### config.mk
export PLATFORM = sky130hd
export DESIGN_NAME = if_fetch
export DESIGN_NICKNAME = d
export VERILOG_FILES = /design/src/rtl/if_fetch.sv
export SDC_FILE = /design/constraint.sdc
export NUM_CORES = 1
export LEC_CHECK = 0
export CAP_MARGIN = 20
export CORE_AREA = 2 2 142 116
export DETAILED_ROUTE_END_ITERATION = 10
export DIE_AREA = 0 0 144 118
export HOLD_SLACK_MARGIN = 0.03
export PLACE_DENSITY_LB_ADDON = 0.1
export RECOVER_POWER = 50
export SETUP_SLACK_MARGIN = 0.2
export SLEW_MARGIN = 20
export SYNTH_ARGS = -nofsm -noshare
export SYNTH_HDL_FRONTEND = slang
export SYNTH_SLANG_ARGS = --single-unit
### constraint.sdc
create_clock -name clk -period 3 [get_ports clk]
set_clock_uncertainty 0.2 [all_clocks]
set_input_delay 0.6 -clock clk [delete_from_list [all_inputs] [get_ports clk]]
set_output_delay 0.6 -clock clk [all_outputs]
set_load 0.01 [all_outputs]
### src/rtl/if_fetch.sv
// Instruction-fetch stage: owns the PC, keeps at most one memory request in flight, and
// presents a registered instruction to ID, with a one-entry stall buffer and flush redirect.
module if_fetch #(
  parameter int unsigned       ADDR_W   = 32,
  parameter logic [ADDR_W-1:0] RESET_PC = 32'hBFC0_0000
) (
  input  logic              clk,
  input  logic              rst,
  input  logic              stall,
  input  logic              flush,
  input  logic [ADDR_W-1:0] flush_pc,
  output logic              imem_req,
  output logic [ADDR_W-1:0] imem_addr,
  input  logic              imem_gnt,
  input  logic              imem_rvalid,
  input  logic [31:0]       imem_rdata,
  output logic [31:0]       inst,
  output logic [ADDR_W-1:0] inst_pc,
  output logic              inst_valid
);

  typedef enum logic [1:0] {
    FETCH,
    WAIT,
    HOLD
  } state_e;

  state_e            state_q, state_d;
  logic [ADDR_W-1:0] pc_q, pc_d;
  logic              drop_q, drop_d;
  logic [31:0]       bufInst_q, bufInst_d;
  logic [ADDR_W-1:0] bufPc_q, bufPc_d;
  logic              bufValid_q, bufValid_d;
  logic [31:0]       inst_q, inst_d;
  logic [ADDR_W-1:0] instPc_q, instPc_d;
  logic              instValid_q, instValid_d;

  logic [ADDR_W-1:0] pcInc;
  logic [ADDR_W-1:0] flushTarget;

  assign pcInc       = pc_q + ADDR_W'(4);
  assign flushTarget = {flush_pc[ADDR_W-1:2], 2'b00};

  always_ff @(posedge clk or negedge rst) begin
    if (!rst) begin
      state_q     <= FETCH;
      pc_q        <= RESET_PC;
      drop_q      <= 1'b0;
      bufInst_q   <= '0;
      bufPc_q     <= '0;
      bufValid_q  <= 1'b0;
      inst_q      <= '0;
      instPc_q    <= '0;
      instValid_q <= 1'b0;
    end else begin
      state_q     <= state_d;
      pc_q        <= pc_d;
      drop_q      <= drop_d;
      bufInst_q   <= bufInst_d;
      bufPc_q     <= bufPc_d;
      bufValid_q  <= bufValid_d;
      inst_q      <= inst_d;
      instPc_q    <= instPc_d;
      instValid_q <= instValid_d;
    end
  end

  // A valid word leaves the output when ID is not stalling; a load this cycle overrides that.
  always_comb begin
    state_d     = state_q;
    pc_d        = pc_q;
    drop_d      = drop_q;
    bufInst_d   = bufInst_q;
    bufPc_d     = bufPc_q;
    bufValid_d  = bufValid_q;
    inst_d      = inst_q;
    instPc_d    = instPc_q;
    instValid_d = instValid_q && stall;

    if (flush) begin
      pc_d        = flushTarget;
      instValid_d = 1'b0;
      bufValid_d  = 1'b0;
      // A request already accepted at the old PC must have its response swallowed.
      if ((state_q == FETCH && imem_gnt) || (state_q == WAIT && !imem_rvalid)) begin
        state_d = WAIT;
        drop_d  = 1'b1;
      end else begin
        state_d = FETCH;
        drop_d  = 1'b0;
      end
    end else begin
      unique case (state_q)
        FETCH: begin
          if (imem_gnt) begin
            state_d = WAIT;
            drop_d  = 1'b0;
          end
        end
        WAIT: begin
          if (imem_rvalid) begin
            if (drop_q) begin
              state_d = FETCH;
              drop_d  = 1'b0;
            end else if (!instValid_q || !stall) begin
              inst_d      = imem_rdata;
              instPc_d    = pc_q;
              instValid_d = 1'b1;
              pc_d        = pcInc;
              state_d     = FETCH;
            end else begin
              bufInst_d  = imem_rdata;
              bufPc_d    = pc_q;
              bufValid_d = 1'b1;
              pc_d       = pcInc;
              state_d    = HOLD;
            end
          end
        end
        HOLD: begin
          if (!stall) begin
            inst_d      = bufInst_q;
            instPc_d    = bufPc_q;
            instValid_d = bufValid_q;
            bufValid_d  = 1'b0;
            state_d     = FETCH;
          end
        end
        default: state_d = FETCH;
      endcase
    end
  end

  assign imem_req   = rst && (state_q == FETCH);
  assign imem_addr  = rst ? pc_q : '0;
  assign inst       = inst_q;
  assign inst_pc    = instPc_q;
  assign inst_valid = instValid_q;

endmodule
### Yosys cells after proc, flatten, opt, wreduce, memory -nomap -nowiden

Index checks and enable logic that the tools add are counted.

* register bits: 165
* bits of input ports: 70
* output and inout port bits: 98
* word-level logic and storage cells: 86

* $add $sub $neg: 1
* eq/ne operators: 12
* multiplexer cells: 40
* bitwise operators: 3
* reductions and logical operators: 21

Operators with widths (count)
* two-way mux 32 bit: 13
* one-hot mux 32 bit (2 select lines): 2
* adder 32 x 3 -> 32 bit (second input constant): 1
* two-way mux 1 bit: 15
* != test 3 bit (second input constant): 5
* two-way mux 2 bit: 6
* AND reduction 5 bit: 2
* AND reduction 3 bit: 3
* != test 2 bit (second input constant): 4
* one-hot mux 1 bit (2 select lines): 3
* one-hot mux 2 bit (3 select lines): 1
* AND reduction 6 bit: 1
* nonzero test 2 bit: 3
* nonzero test 3 bit: 2
* logical AND 1 bit: 4
* logical NOT 1 bit: 3
* inverter 1 bit: 3
* equality test 2 x 1 -> 1 bit (second input constant): 1
* equality test 2 bit (second input constant): 1
* logical NOT 2 bit: 1
* logical OR 1 bit: 2
* != test 2 x 1 -> 1 bit (second input constant): 1

### Longest topological paths before layout

* word-level depth: 7
* mapped depth: 8
* depth with buffers taken out: 6

### Worst setup path after synthesis

OpenSTA, ideal clock, no wires.

* path type: reg2reg
* start point: register state_q[0]
* end point: register inst_q[0] (netlist: inst[0])
* setup time: 0.125 ns
* data arrival time: 2.024 ns
* required time: 2.675 ns
* setup slack: 0.651 ns
* stages on the path, launching flop included: 9
* buffers on the path: 2
* clock period less this slack: 2.349 ns
* cell sequence: dfrtp_1 -> inv_1 -> ha_1 -> clkbuf_1 -> o21ai_0 -> nand4b_1 -> a21oi_1 -> buf_2 -> mux2_2

* cells in the longest elaborated chain, start to end: 3
* elaborated cells between the ends (all ways): 9
* classes of those cells: eq/ne (6); mux (1); reduce/logical (2)

Ends and longest elaborated chain
* start, declared: line 28 `state_e state_q, state_d;`
* start signal, assigned: line 56 `state_q <= state_d;`
* equality test 2 x 1 -> 1 bit / equality test 2 bit (equally long branches): line 93 `unique case (state_q)`
* != test 2 x 1 -> 1 bit (no source line) (tied with other cells)
* AND reduction 6 bit (no source line)
* end signal, assigned: line 62 `inst_q <= inst_d;`
* end, declared: line 34 `logic [31:0] inst_q, inst_d;`

Several ways; a longest one is shown, not always the timed one.
A chain may end at the register's enable or synchronous reset.

### Final worst setup path

* start point: input rst
* end point: output imem_addr[2]

* cells in the longest elaborated chain, start to end: 1

Ends and longest elaborated chain
* start, declared: line 8 `input logic rst,`
* two-way mux 32 bit: line 135 `assign imem_addr = rst ? pc_q : '0;`
* end, declared: line 13 `output logic [ADDR_W-1:0] imem_addr,`

No other way between the ends.

==> metrics.txt <==
# TYPE chip_impl_metric gauge
chip_impl_info{name="result_of_the_run",value="finished, violations left"} 1
chip_impl_info{name="failed_checks",value="max-capacitance violations, max-slew violations"} 1
chip_impl_metric{name="grt_util_all_layers",unit="%"} 22.4
chip_impl_metric{name="netlist_instances",unit=""} 642
chip_impl_metric{name="timing.critical_path.required",unit="ns"} 2.20
chip_impl_metric{name="final_hold_viol_count",unit=""} 0
chip_impl_info{name="holdCritPathClass",value="input port to asynchronous set/reset pin"} 1
chip_impl_metric{name="final_cell_area",unit="µm²"} 10300
chip_impl_info{name="synthTopCellsByArea",value="sky130_fd_sc_hd__dfrtp_1, sky130_fd_sc_hd__mux2_2, sky130_fd_sc_hd__dfstp_2"} 1
chip_impl_metric{name="power.share.sequential",unit="%"} 40.8
chip_impl_metric{name="cap_viol_max_count",unit=""} 1
chip_impl_metric{name="fin_tns_setup",unit="ns"} 0
chip_impl_info{name="rsz0062_at_grt",value="no"} 1
chip_impl_metric{name="power_density",unit="nW/µm²"} 721
chip_impl_metric{name="final_layout_size_suffix_gt1_share",unit="%"} 29.8
chip_impl_metric{name="register_area",unit="µm²"} 3990
chip_impl_metric{name="antenna_violating_nets_post_route",unit=""} 0
chip_impl_metric{name="htreeDepth",unit=""} 4
chip_impl_info{name="cell_taking_the_most_area_after_synthesis",value="sky130_fd_sc_hd__dfrtp_1"} 1
chip_impl_metric{name="cts.reportedPaths.clkPinSlew",unit="ns"} 0.06
chip_impl_metric{name="dpl.hpwl",unit="mm"} 12.1
chip_impl_metric{name="arrival_time_at_the_worst_endpoint",unit="ns"} 2.00
chip_impl_metric{name="placeableCoreArea",unit="µm²"} 15500
chip_impl_metric{name="cts_inserted_buffers",unit=""} 17
chip_impl_metric{name="m2_gr_usage",unit="%"} 36.8
chip_impl_metric{name="diodes",unit=""} 0
chip_impl_metric{name="share_clk_of_total_power",unit="%"} 30.9
chip_impl_info{name="worstReg2RegEnd",value="inst_pc[26]"} 1
chip_impl_metric{name="remaining_drc_errors",unit=""} 0
chip_impl_metric{name="clock_sinks",unit=""} 159
chip_impl_metric{name="postCtsSetupRepairBufs",unit=""} 0
chip_impl_metric{name="grt_antenna_before_repair",unit=""} 0
chip_impl_metric{name="initial_core_util",unit="%"} 50.2
chip_impl_metric{name="timing_max_transition_violations_final",unit=""} 27
chip_impl_metric{name="vias",unit=""} 5620
chip_impl_metric{name="io_buffer_count",unit=""} 161
chip_impl_metric{name="wire_per_inst",unit="µm"} 17.6
chip_impl_info{name="grt_busiest_layer",value="met2"} 1
chip_impl_metric{name="use_met3",unit="%"} 5.82
chip_impl_metric{name="period_share",unit="%"} 93.2
chip_impl_metric{name="wire_length_of_the_first_global_routing_pass",unit="mm"} 30.0
chip_impl_metric{name="synthDominantCellAreaShare",unit="%"} 48.1
chip_impl_metric{name="synthesis_stage_register_bit_count",unit=""} 159
chip_impl_metric{name="synth_edf_count",unit=""} 0
chip_impl_metric{name="place.detailed.instances",unit=""} 999
chip_impl_metric{name="timing.reg2reg.worst_path_depth",unit=""} 5
chip_impl_metric{name="fp.dieArea",unit="µm²"} 17000
chip_impl_metric{name="final-instance-count-excl-fill",unit=""} 1033
chip_impl_metric{name="n_fill_cell",unit=""} 1187
chip_impl_metric{name="p_sw",unit="µW"} 2010
chip_impl_metric{name="post_synth.cell_area_avg",unit="µm²"} 12.2
chip_impl_metric{name="die_w",unit="µm"} 144
chip_impl_metric{name="tightestPinTransition",unit="ns"} 1.57
chip_impl_metric{name="min_period",unit="ns"} 2.80
chip_impl_metric{name="power.combinational.fraction",unit="%"} 28.4
chip_impl_metric{name="detail_route.iter0.violations",unit=""} 264
chip_impl_metric{name="netlist-cell-type-count",unit=""} 50
chip_impl_metric{name="netSwitchingFraction",unit="%"} 27.0
chip_impl_info{name="crit_start",value="rst"} 1
chip_impl_metric{name="routability_cong",unit=""} 0.844
chip_impl_metric{name="timing.fmax",unit="MHz"} 358
chip_impl_info{name="r2r_start",value="state_q[0]"} 1
chip_impl_metric{name="final-setup-viol-count",unit=""} 0
chip_impl_metric{name="avgViaCountPerCell",unit=""} 5.44
chip_impl_metric{name="synth-seq-area-share",unit="%"} 51.1
chip_impl_metric{name="area_after_dpl",unit="µm²"} 9750
chip_impl_metric{name="drt_pre_antenna_iters",unit=""} 4
chip_impl_info{name="start_kind",value="input port"} 1
chip_impl_metric{name="vdd.ir_drop.worst",unit="V"} 0.000471
chip_impl_metric{name="totalWireLength",unit="mm"} 18.1
chip_impl_info{name="postSynth.topFlopCell",value="sky130_fd_sc_hd__dfrtp_1"} 1
chip_impl_metric{name="multi_input_area",unit="µm²"} 3600
chip_impl_info{name="critPathCaptureType",value="output port"} 1
chip_impl_metric{name="final_global_route_overflow_total",unit=""} 0
chip_impl_metric{name="largest_net_degree_at_the_start_of_global_routing",unit=""} 72
chip_impl_metric{name="synthArstFlopShare",unit="%"} 100
chip_impl_metric{name="area_growth",unit="%"} 32.4
chip_impl_metric{name="p_int",unit="µW"} 5440
chip_impl_metric{name="grt_pass1_vias",unit=""} 5888
chip_impl_metric{name="cp_max_fo",unit=""} 11
chip_impl_info{name="cts-root-buf",value="sky130_fd_sc_hd__clkbuf_16"} 1
chip_impl_info{name="cts_tree",value="done"} 1
chip_impl_metric{name="insertion_delay",unit="ns"} 0.42
chip_impl_info{name="mostFrequentLayoutCell",value="sky130_fd_sc_hd__mux2_2"} 1
chip_impl_metric{name="ff2ff_setup_slack",unit="ns"} 0.43
chip_impl_metric{name="cts-root-to-sink-buffers",unit=""} 2
chip_impl_metric{name="total_standard_cell_area_after_synthesis",unit="µm²"} 7810
chip_impl_info{name="worst_path_class_setup",value="input port to output port"} 1
chip_impl_metric{name="chipHeight",unit="µm"} 118
chip_impl_metric{name="ys_warn_count",unit=""} 0
chip_impl_metric{name="floorplan.io_pins",unit=""} 168
chip_impl_info{name="final_cell_mix",value="sky130_fd_sc_hd__mux2_2, sky130_fd_sc_hd__dfrtp_1, sky130_fd_sc_hd__clkdlybuf4s50_1, sky130_fd_sc_hd__dlygate4sd3_1, sky130_fd_sc_hd__nand2_1"} 1
chip_impl_metric{name="grt_use_met1",unit="%"} 29.6
chip_impl_metric{name="cellLeakagePower",unit="µW"} 0.00434
chip_impl_metric{name="num_rows",unit=""} 41
chip_impl_metric{name="nNetsFinal",unit=""} 882
chip_impl_metric{name="slew_headroom",unit="%"} -4.44
-- per-stage QoR --
step	total power (µW)	hold slack [ns]	setup slack [ns]	util, %
2_1_floorplan	3990	0.104	0.651	-
3_3_place_gp	5230	0.219	0.180	62.7
3_5_place_dp	5300	0.222	0.138	62.7
4_1_cts	7650	0.0695	0.262	67.0
5_1_grt	7820	0.239	0.135	66.5
6_report	7450	0.183	0.205	66.5
-- how the worst max path moves through the flow --
stage	endpoint	slack [ns]	depth (start not counted)
4_1_cts	imem_req	0.26	4
3_5_place_dp	pc_q[31]	0.14	5
5_1_grt	imem_addr[2]	0.14	4
3_3_place_gp	pc_q[31]	0.18	5
2_1_floorplan	inst[0]	0.65	8
6_report	imem_addr[2]	0.20	4
-- power by group through the flow --
stage / clock, µW / sequential (µW) / combinational [µW]
global route: 2430 / 3110 / 2280
global placement: 0 / 3050 / 2180
detailed placement: 0 / 3080 / 2220
finish: 2300 / 3040 / 2110
floorplan: 0 / 3210 / 782
CTS: 2340 / 3060 / 2250
-- sequential cells by signal, indices dropped and copies added, names as in the netlist --
signal / count
bufPc_q: 30
inst_pc: 30
inst: 32
drop_q: 1
pc_q: 30
state_q: 2
bufValid_q: 1
bufInst_q: 32
inst_valid: 1
-- cells by family (layout without fill, tap and decap cells) --
kind of cell	count (synthesis)	after routing	share of synthesized area, %
muxes	183	183	26.3
DFF	159	159	51.1
and+or+nand+nor	159	159	11.6
AOI/OAI and AO/OA	65	65	5.17
buffers and inverters	57	230	3.41
xor gates and xnor gates	12	12	1.35
adders and majority gates	6	6	0.961
other	1	4	0.0480
-- cells in the mapped netlist (2+ instances only) --
cell / n
sky130_fd_sc_hd__mux2_2: 180
sky130_fd_sc_hd__dfrtp_1: 150
sky130_fd_sc_hd__nand2_1: 35
sky130_fd_sc_hd__and2_1: 32
sky130_fd_sc_hd__o21ai_0: 25
sky130_fd_sc_hd__clkbuf_1: 19
sky130_fd_sc_hd__nor2_1: 18
sky130_fd_sc_hd__buf_2: 17
sky130_fd_sc_hd__or4_1: 14
sky130_fd_sc_hd__nand3_1: 13
sky130_fd_sc_hd__a31oi_1: 11
sky130_fd_sc_hd__o31ai_1: 11
sky130_fd_sc_hd__inv_1: 10
sky130_fd_sc_hd__nand4_1: 10
sky130_fd_sc_hd__dfstp_2: 9
sky130_fd_sc_hd__a21oi_1: 7
sky130_fd_sc_hd__xnor2_1: 7
sky130_fd_sc_hd__and3_1: 6
sky130_fd_sc_hd__ha_1: 6
sky130_fd_sc_hd__nand2b_1: 5
sky130_fd_sc_hd__nor4_1: 5
sky130_fd_sc_hd__xor2_1: 5
sky130_fd_sc_hd__buf_4: 4
sky130_fd_sc_hd__nor3_1: 4
sky130_fd_sc_hd__o31a_1: 4
sky130_fd_sc_hd__buf_1: 3
sky130_fd_sc_hd__mux2i_1: 3
sky130_fd_sc_hd__a311o_1: 2
sky130_fd_sc_hd__and4_1: 2
sky130_fd_sc_hd__buf_6: 2
sky130_fd_sc_hd__nand4b_1: 2
sky130_fd_sc_hd__o211ai_1: 2
sky130_fd_sc_hd__or3_1: 2
-- metal layers --
metal / vias to the layer above / wire length (µm)
met5: - / 0
met4: 0 / 219
met3: 19 / 1120
met2: 154 / 8760
met1: 2815 / 8050
li1: 2632 / -
-- worst max-delay path: stages --
cell                              delay [ns]
sky130_fd_sc_hd__buf_6                  0.11
sky130_fd_sc_hd__clkbuf_1               0.47
sky130_fd_sc_hd__and2_1                 0.25
sky130_fd_sc_hd__clkdlybuf4s50_1        0.56
-- cell type report --
class / instances / area share, %
flip-flops and latches: 159 / 38.6
multi-input cells: 429 / 34.8
repair buffers: 188 / 17.5
clock buffers: 21 / 4.55
well taps: 215 / 2.60
clock inverters: 10 / 1.55
inverters: 11 / 0.399
-- what timing repair did --
item | 4_1_cts | 5_1_grt
hold buffers | 3 | 0
gates resized for setup | 0 | 2
endpoints found under the setup margin | 0 | 1
hold endpoints to repair | 48 | 0
(Power assumes the default switching activity.)
